[config.mk]
export PLATFORM = sky130hd
export DESIGN_NAME = pipeline_stall_controller
export DESIGN_NICKNAME = d
export VERILOG_FILES = /design/src/rtl/pipeline_stall_controller_pkg.sv /design/src/rtl/pipeline_stall_controller_counter.sv /design/src/rtl/pipeline_stall_controller.sv
export SDC_FILE = /design/constraint.sdc
export NUM_CORES = 1
export LEC_CHECK = 0
export CORE_MARGIN = 2
export CORE_UTILIZATION = 25
export DETAILED_ROUTE_END_ITERATION = 8
export DONT_BUFFER_PORTS = 1
export PLACE_DENSITY_LB_ADDON = 0.08
export SETUP_SLACK_MARGIN = 0.05
export SKIP_LAST_GASP = 1
export SYNTH_ARGS = -nofsm -noshare
export SYNTH_HDL_FRONTEND = slang
export SYNTH_SLANG_ARGS = --single-unit
[constraint.sdc]
create_clock -name clk -period 4.19 [get_ports clk]
set_input_delay 0.419 -clock clk [delete_from_list [all_inputs] [get_ports clk]]
set_output_delay 0.419 -clock clk [all_outputs]
set_load 0.01 [all_outputs]
[src/rtl/pipeline_stall_controller_pkg.sv]
// Shared definitions for the pipeline stall/flush sequencer: FSM state
// encoding, the x0 register index and the MUL/DIV occupancy counter width.
package pipeline_stall_controller_pkg;

    typedef enum logic {
        ST_RUN    = 1'b0,
        ST_MULDIV = 1'b1
    } state_t;

    localparam logic [4:0] REG_X0  = 5'd0;
    localparam int         CNT_W   = 8;
    localparam logic [CNT_W-1:0] CNT_ONE = CNT_W'(1);

    function automatic logic src_hit(
        input logic       uses,
        input logic [4:0] rs,
        input logic [4:0] rd
    );
        return uses && (rs == rd);
    endfunction

endpackage

[src/rtl/pipeline_stall_controller_counter.sv]
// Remaining-occupancy counter for a multi-cycle MUL/DIV in EX: loads LAT-1,
// decrements while busy and holds at 1 so a frozen pipeline cannot overrun it.
module muldiv_latency_counter
    import pipeline_stall_controller_pkg::*;
(
    input  logic             clk,
    input  logic             reset,
    input  logic             i_load,
    input  logic [CNT_W-1:0] i_load_val,
    input  logic             i_dec,
    output logic             o_zero,
    output logic             o_one
);

    logic [CNT_W-1:0] r_count;

    always_ff @(posedge clk or posedge reset) begin
        if (reset) begin
            r_count <= '0;
        end else if (i_load) begin
            r_count <= i_load_val;
        end else if (i_dec && (r_count > CNT_ONE)) begin
            r_count <= r_count - CNT_ONE;
        end
    end

    assign o_zero = (r_count == '0);
    assign o_one  = (r_count == CNT_ONE);

endmodule

[src/rtl/pipeline_stall_controller.sv]
// Central stall/flush sequencer for the 5-stage pipeline: arbitrates dmem wait,
// MUL/DIV occupancy, taken branches, load-use hazards and imem wait.
module pipeline_stall_controller
    import pipeline_stall_controller_pkg::*;
#(
    parameter int MUL_CYCLES = 2,
    parameter int DIV_CYCLES = 32
) (
    input  logic       clk,
    input  logic       reset,
    input  logic [4:0] id_rs1_addr,
    input  logic [4:0] id_rs2_addr,
    input  logic       id_uses_rs1,
    input  logic       id_uses_rs2,
    input  logic [4:0] ex_write_addr,
    input  logic       ex_mem_read,
    input  logic       ex_muldiv_start,
    input  logic       ex_is_div,
    input  logic       ex_branch_taken,
    input  logic       imem_busywait,
    input  logic       dmem_busywait,
    output logic       pc_en,
    output logic       if_id_en,
    output logic       id_ex_en,
    output logic       ex_mem_en,
    output logic       mem_wb_en,
    output logic       if_id_flush,
    output logic       id_ex_flush,
    output logic       ex_mem_flush,
    output logic       muldiv_busy,
    output logic       muldiv_done
);

    localparam logic [CNT_W-1:0] MUL_LOAD = CNT_W'(MUL_CYCLES - 1);
    localparam logic [CNT_W-1:0] DIV_LOAD = CNT_W'(DIV_CYCLES - 1);

    state_t r_state;
    logic   r_done;

    logic   w_in_muldiv;
    logic   w_start;
    logic   w_exit;
    logic   w_load_use;
    logic   w_cnt_zero;
    logic   w_cnt_one;

    assign w_in_muldiv = (r_state == ST_MULDIV);
    // The instruction is re-presented in EX during the done cycle; it must not restart.
    assign w_start     = (r_state == ST_RUN) && ex_muldiv_start && !r_done;
    assign w_exit      = w_in_muldiv && (w_cnt_one || w_cnt_zero) && !dmem_busywait;
    assign w_load_use  = ex_mem_read && (ex_write_addr != REG_X0) &&
                         (src_hit(id_uses_rs1, id_rs1_addr, ex_write_addr) ||
                          src_hit(id_uses_rs2, id_rs2_addr, ex_write_addr));

    muldiv_latency_counter u_cnt (
        .clk        (clk),
        .reset      (reset),
        .i_load     (w_start && !dmem_busywait),
        .i_load_val (ex_is_div ? DIV_LOAD : MUL_LOAD),
        .i_dec      (w_in_muldiv),
        .o_zero     (w_cnt_zero),
        .o_one      (w_cnt_one)
    );

    // Done is held through a dmem freeze so the re-presented op is not restarted.
    always_ff @(posedge clk or posedge reset) begin
        if (reset) begin
            r_state <= ST_RUN;
            r_done  <= 1'b0;
        end else begin
            r_done <= w_exit || (r_done && dmem_busywait);
            case (r_state)
                ST_RUN:    if (w_start && !dmem_busywait) r_state <= ST_MULDIV;
                ST_MULDIV: if (w_exit) r_state <= ST_RUN;
                default:   r_state <= ST_RUN;
            endcase
        end
    end

    always_comb begin
        pc_en        = 1'b1;
        if_id_en     = 1'b1;
        id_ex_en     = 1'b1;
        ex_mem_en    = 1'b1;
        mem_wb_en    = 1'b1;
        if_id_flush  = 1'b0;
        id_ex_flush  = 1'b0;
        ex_mem_flush = 1'b0;
        if (reset || dmem_busywait) begin
            pc_en     = 1'b0;
            if_id_en  = 1'b0;
            id_ex_en  = 1'b0;
            ex_mem_en = 1'b0;
            mem_wb_en = 1'b0;
        end else if (w_in_muldiv || w_start) begin
            pc_en        = 1'b0;
            if_id_en     = 1'b0;
            id_ex_en     = 1'b0;
            ex_mem_flush = 1'b1;
        end else if (ex_branch_taken) begin
            if_id_flush = 1'b1;
            id_ex_flush = 1'b1;
        end else if (w_load_use) begin
            pc_en       = 1'b0;
            if_id_en    = 1'b0;
            id_ex_flush = 1'b1;
        end else if (imem_busywait) begin
            pc_en       = 1'b0;
            if_id_flush = 1'b1;
        end
    end

    assign muldiv_busy = !reset && w_in_muldiv;
    assign muldiv_done = r_done;

endmodule

Yosys cells after proc, flatten, opt, wreduce, memory -nomap -nowiden
Cells that the tools add are included.
{"block": "totals", "input_bits": 25, "register_bits": 10, "word_cells": 61}
{"block": "op_classes", "reduce_logical": 23, "eq_ne": 3, "mux": 29, "magnitude_cmp": 1, "add_sub_neg": 1, "bitwise_logic": 1}
{"operator": "2-to-1 mux 1 bit", "count": 25}
{"operator": "2-to-1 mux 8 bit", "count": 2}
{"operator": "logical AND 1 bit", "count": 12}
{"operator": "equality test 5 bit", "count": 2}
{"operator": "equality test 8 x 1 -> 1 bit, second input constant", "count": 1}
{"operator": "> comparator 8 x 1 -> 1 bit, second input constant", "count": 1}
{"operator": "zero test 8 bit", "count": 1}
{"operator": "subtractor 8 x 1 -> 8 bit, second input constant", "count": 1}
{"operator": "logical OR 1 bit", "count": 5}
{"operator": "2-to-1 mux 5 bit", "count": 1}
{"operator": "nonzero test 5 bit", "count": 1}
{"operator": "zero test 1 bit", "count": 3}
{"operator": "one-hot mux 1 bit (2 select lines)", "count": 1}
{"operator": "nonzero test 2 bit", "count": 1}
{"operator": "inverter 1 bit", "count": 1}

Depth between registers and ports, before layout
{"block": "depth", "ltp_word": 8, "ltp_mapped": 7, "depth_no_buf": 7}

Cells and area by module
Synthesis repeated with hierarchy kept, for this count alone.
{"block": "hier_totals", "hier_cells": 105, "hier_area_um2": 855.8}
{"module": "muldiv_latency_counter", "cells_per_inst": 61, "instances": 1, "area_each_um2": 534.3}
{"module": "pipeline_stall_controller", "cells_per_inst": 44, "instances": 1, "area_each_um2": 321.6}

Least setup slack after synthesis
OpenSTA, ideal clock, no wires.
{"block": "synth_path", "kind": "reg2out", "start": "register r_state", "end": "output if_id_flush", "path_buffers": 1, "t_required_ns": 3.771, "path_slack_ns": 2.137, "arrival_ns": 1.634, "path_stages_with_launch": 5, "cell_sequence": "dfrtp_1 -> clkbuf_1 -> nor4_1 -> o21ai_0 -> a21oi_1"}
{"block": "synth_via", "elab_chain_cells": 6}
{"item": "start: declaration", "line": "pipeline_stall_controller.sv:37", "rtl": "state_t r_state;"}
{"item": "start signal: assignment", "line": "pipeline_stall_controller.sv:68", "rtl": "r_state <= ST_RUN;"}
{"item": "start signal: assignment", "line": "pipeline_stall_controller.sv:73", "rtl": "ST_RUN: if (w_start && !dmem_busywait) r_state <= ST_MULDIV;"}
{"item": "start signal: assignment", "line": "pipeline_stall_controller.sv:74", "rtl": "ST_MULDIV: if (w_exit) r_state <= ST_RUN;"}
{"item": "inverter 1 bit"}
{"item": "logical AND 1 bit (2 in a row)", "line": "pipeline_stall_controller.sv:49", "rtl": "assign w_start = (r_state == ST_RUN) && ex_muldiv_start && !r_done;"}
{"item": "logical OR 1 bit *", "line": "pipeline_stall_controller.sv:95", "rtl": "end else if (w_in_muldiv || w_start) begin"}
{"item": "2-to-1 mux 1 bit *", "line": "pipeline_stall_controller.sv:95"}
{"item": "2-to-1 mux 1 bit *", "line": "pipeline_stall_controller.sv:89", "rtl": "if (reset || dmem_busywait) begin"}
{"item": "end: declaration", "line": "pipeline_stall_controller.sv:27", "rtl": "output logic if_id_flush,"}
Mark *: on every way between the ends. The rest lies on a longest branch, timed or not.

Worst setup path after layout
Same ends and word-level chain as after synthesis.

==> impl_metrics.toml <==
[setup_path]
critical_path_buf_inv_count = 0
cp.arrival_ns = 2.04
reg2reg_slack_ns = 2.21
crit_fanout = 9
crit_path_cells = "nor4_1 > o21ai_0 > a21oi_1"
critPathMaxStageDelay_ns = 0.81
largest_delay_contributor_family_on_the_critical_path = "simple AND/OR/NAND/NOR gates"
worst-setup-path-type = "register to output port"
cp-startpoint = "r_state"
rr_startpoint = "u_cnt.r_count[2]"
reg2reg_to = "u_cnt.r_count[7]"
worstSetupPathDepth = 3
crit_slowest_cell = "sky130_fd_sc_hd__nor4_1"
rr_worst_depth = 4
start_kind = "register"
worst-endpoint-required_ns = 3.77
worst_setup_path_endpoint = "if_id_flush"
worstSetupEndpointType = "output port"

[timing]
hold_violations = 0
timing.fmax_ghz = 0.4072
finClkSkew_ns = 0.003519
tightest_slew_ns = 0.9120
grt_setup_unrepaired = "no"
fin_crit_ns = 2.456
slew-limit-headroom_pct = 38.73
setup_violations = 0
setup_ws_ns = 1.734
slew_viol_final = 0
post-route-period-util_pct = 58.61
setup_total_negative_slack_ns = 0

[global_routing]
grt_start_max_net_pins = 11
grt_first_pass_wirelength_um = 2601
track_usage_pct = 9.959
antenna_violations_before_repair = 0
first_global_vias = 622
global_route.overflow_total = 0

[clock_network]
cts-hold-fix-buffers = 0
post_cts.resized_instances = 0
postCtsSetupRepairBufs = 0
cts_made_buffers = 3
root_buffer = "sky130_fd_sc_hd__clkbuf_4"
tritoncts = "built"
h-tree-depth = 1
clk_pin_slew_ns = 0.07
cts.sinks = 10
clk-insertion-delay-late_ns = 0.27
clock_tree.buffer_depth = 2

[pwr]
p_seq_share_pct = 44.5
p_per_area_nw_per_um2 = 536.1
p_int_uw = 253.6
ir_drop_uv = 164.0
sw_frac_of_total_pct = 41.93
cellLeakagePower_nw = 0.2957
power.combinational.fraction_pct = 40.3
clkPwrFrac_pct = 15.2
total_switching_power_uw = 183.1

[logic_synthesis]
yosys-mux-area-fraction_pct = 0
top_cells_by_count_synth = "sky130_fd_sc_hd__xnor2_1 (12), sky130_fd_sc_hd__dfrtp_1 (10), sky130_fd_sc_hd__nand2_1 (9)"
postSynthCellCount = 89
synth_top_cells_by_area = "sky130_fd_sc_hd__dfrtp_1 (33%), sky130_fd_sc_hd__xnor2_1 (14%), sky130_fd_sc_hd__nand2_1 (4.4%), sky130_fd_sc_hd__nor3_1 (3.9%), sky130_fd_sc_hd__ha_1 (3.3%)"
synth_simple_gate_area_share_pct = 25.62
synth_area_per_cell_um2 = 8.562
synth_cell_types = 30
synth_async_sr_flop_share_pct = 100.0
synth_top_family_by_area = "simple AND/OR/NAND/NOR gates"
synth.yosys.seq_area_share_pct = 32.84
yosys.area_share.adder_pct = 3.284
synth.largest_area_cell = "sky130_fd_sc_hd__dfrtp_1"
postSynthRegisterBits = 10
synth_compound_gate_area_share_pct = 20.53
synthXorXnorAreaFrac_pct = 13.79
synth_enable_flop_cells = 0
syn_nets = 116
yosysTopAreaCellShare_pct = 32.84
yosysWarnings = 0
post-synth-top-count-cell = "sky130_fd_sc_hd__xnor2_1"
syn_area_um2 = 762.0
ys_dominant_reg_cell = "sky130_fd_sc_hd__dfrtp_1"

[die]
row_count = 20
die_h_um = 59.21
start_util_pct = 25.59
die-width_um = 59.21
floorplan.die_area_um2 = 3505
core-area_um2 = 2978
floorplan.io_pins = 35

[placement]
gp_routability_congestion = 0.7083
dpl_worst_slack_ns = 1.973
dp_hpwl_um = 1332
place_inst = 120
port_buffers = 0

[layout]
nets = 119
finalNonFillerCells = 123
layout-drive-gt1-share_pct = 6.667
diodes = 0
areaGrowthSynthToFinish_pct = 6.896

[routing]
initial_drt_pass_iterations = 4
wire_per_inst_um = 13.46
drtIter0Drc = 29
via_count = 667
route.detailed.vias_per_inst = 5.423
drc = 0
drt.antenna.violating_nets = 0
route.final.wire_length_um = 1656

[job]
max-cap-violations = 0

[worst_hold_path]
hold_path_class = "primary input to asynchronous set/reset pin"

[status]
outcome = "finished, final reports clean"
-- placed cells by master (no fill, tap or decap) --
master	count
sky130_fd_sc_hd__dfrtp_1	10
sky130_fd_sc_hd__a31oi_1	1
sky130_fd_sc_hd__a211oi_1	3
sky130_fd_sc_hd__nor4_1	4
sky130_fd_sc_hd__clkbuf_4	3
sky130_fd_sc_hd__o211ai_1	1
sky130_fd_sc_hd__xnor2_1	12
sky130_fd_sc_hd__nor3_1	6
sky130_fd_sc_hd__or3_1	2
sky130_fd_sc_hd__o21a_1	1
sky130_fd_sc_hd__o22ai_1	1
sky130_fd_sc_hd__or4_4	1
sky130_fd_sc_hd__or3_2	1
sky130_fd_sc_hd__nand2_1	9
sky130_fd_sc_hd__o31ai_4	1
sky130_fd_sc_hd__ha_1	2
sky130_fd_sc_hd__nor2_1	6
sky130_fd_sc_hd__o21ai_0	4
sky130_fd_sc_hd__o21bai_1	1
sky130_fd_sc_hd__o211a_1	1
sky130_fd_sc_hd__a311oi_1	1
sky130_fd_sc_hd__inv_1	5
sky130_fd_sc_hd__a21boi_0	2
sky130_fd_sc_hd__nand4_1	2
sky130_fd_sc_hd__or4_1	2
sky130_fd_sc_hd__nor2b_1	3
sky130_fd_sc_hd__a21oi_1	3
sky130_fd_sc_hd__o41ai_1	1
sky130_fd_sc_hd__nand2b_1	1
-- layout make-up --
type	count	area [µm²]
well taps	33	41.29
multi-input cells	72	481.7
flip-flops and latches	10	250.2
fillers	333	2163
clock buffers	3	22.52
inverters	5	18.77
-- cell families (layout without fill, tap and decap cells) --
group,Yosys count,in the layout
buf+inv,7,8
fa+ha+maj,2,2
flops,10,10
compound gates,21,21
xor+xnor,12,12
simple gates,37,37
-- power groups by stage --
stage                     clock network, mW  logic [mW]  registers (mW)
after floorplan                           0       0.159           0.177
after global placement                    0       0.178           0.197
after detailed placement                  0       0.179           0.197
after CTS                            0.0690       0.180           0.196
after global routing                 0.0752       0.202           0.203
final                                0.0664       0.176           0.194
-- worst min-delay path by stage --
stage               start                          to  slack [ns]  cells after the start
floorplan           reset  asynchronous set/reset pin        0.26                      1
global placement    reset  asynchronous set/reset pin        0.33                      1
detailed placement  reset  asynchronous set/reset pin        0.33                      1
CTS                 reset  asynchronous set/reset pin        0.04                      1
global route        reset  asynchronous set/reset pin        0.04                      1
finish              reset  asynchronous set/reset pin        0.02                      1
-- state kept, by name, summed over array words and instances (netlist names), named ones only --
signal / cells
u_cnt.r_count: 8
r_state: 1
-- metrics by stage --
step	hold WS [ns]	cell area [µm²]	power (mW)	util, %
after floorplan	0.2592	762.0	0.3364	-
after global placement	0.3331	792.0	0.3756	26.60
after detailed placement	0.3319	792.0	0.3758	26.60
after CTS	0.04439	814.5	0.4447	27.35
after global routing	0.04159	814.5	0.4804	27.35
final	0.01558	814.5	0.4367	27.35
-- metal layers --
| layer | track usage (%) | up-vias | routed length [µm] |
|---|---|---|---|
| met5 | 0 | - | 0 |
| met4 | 2.922 | 0 | 8 |
| met3 | 4.585 | 2 | 135 |
| met2 | 15.23 | 27 | 733 |
| met1 | 12.52 | 307 | 779 |
| li1 | - | 331 | - |
No activity file was read; power rests on OpenSTA's default activity.
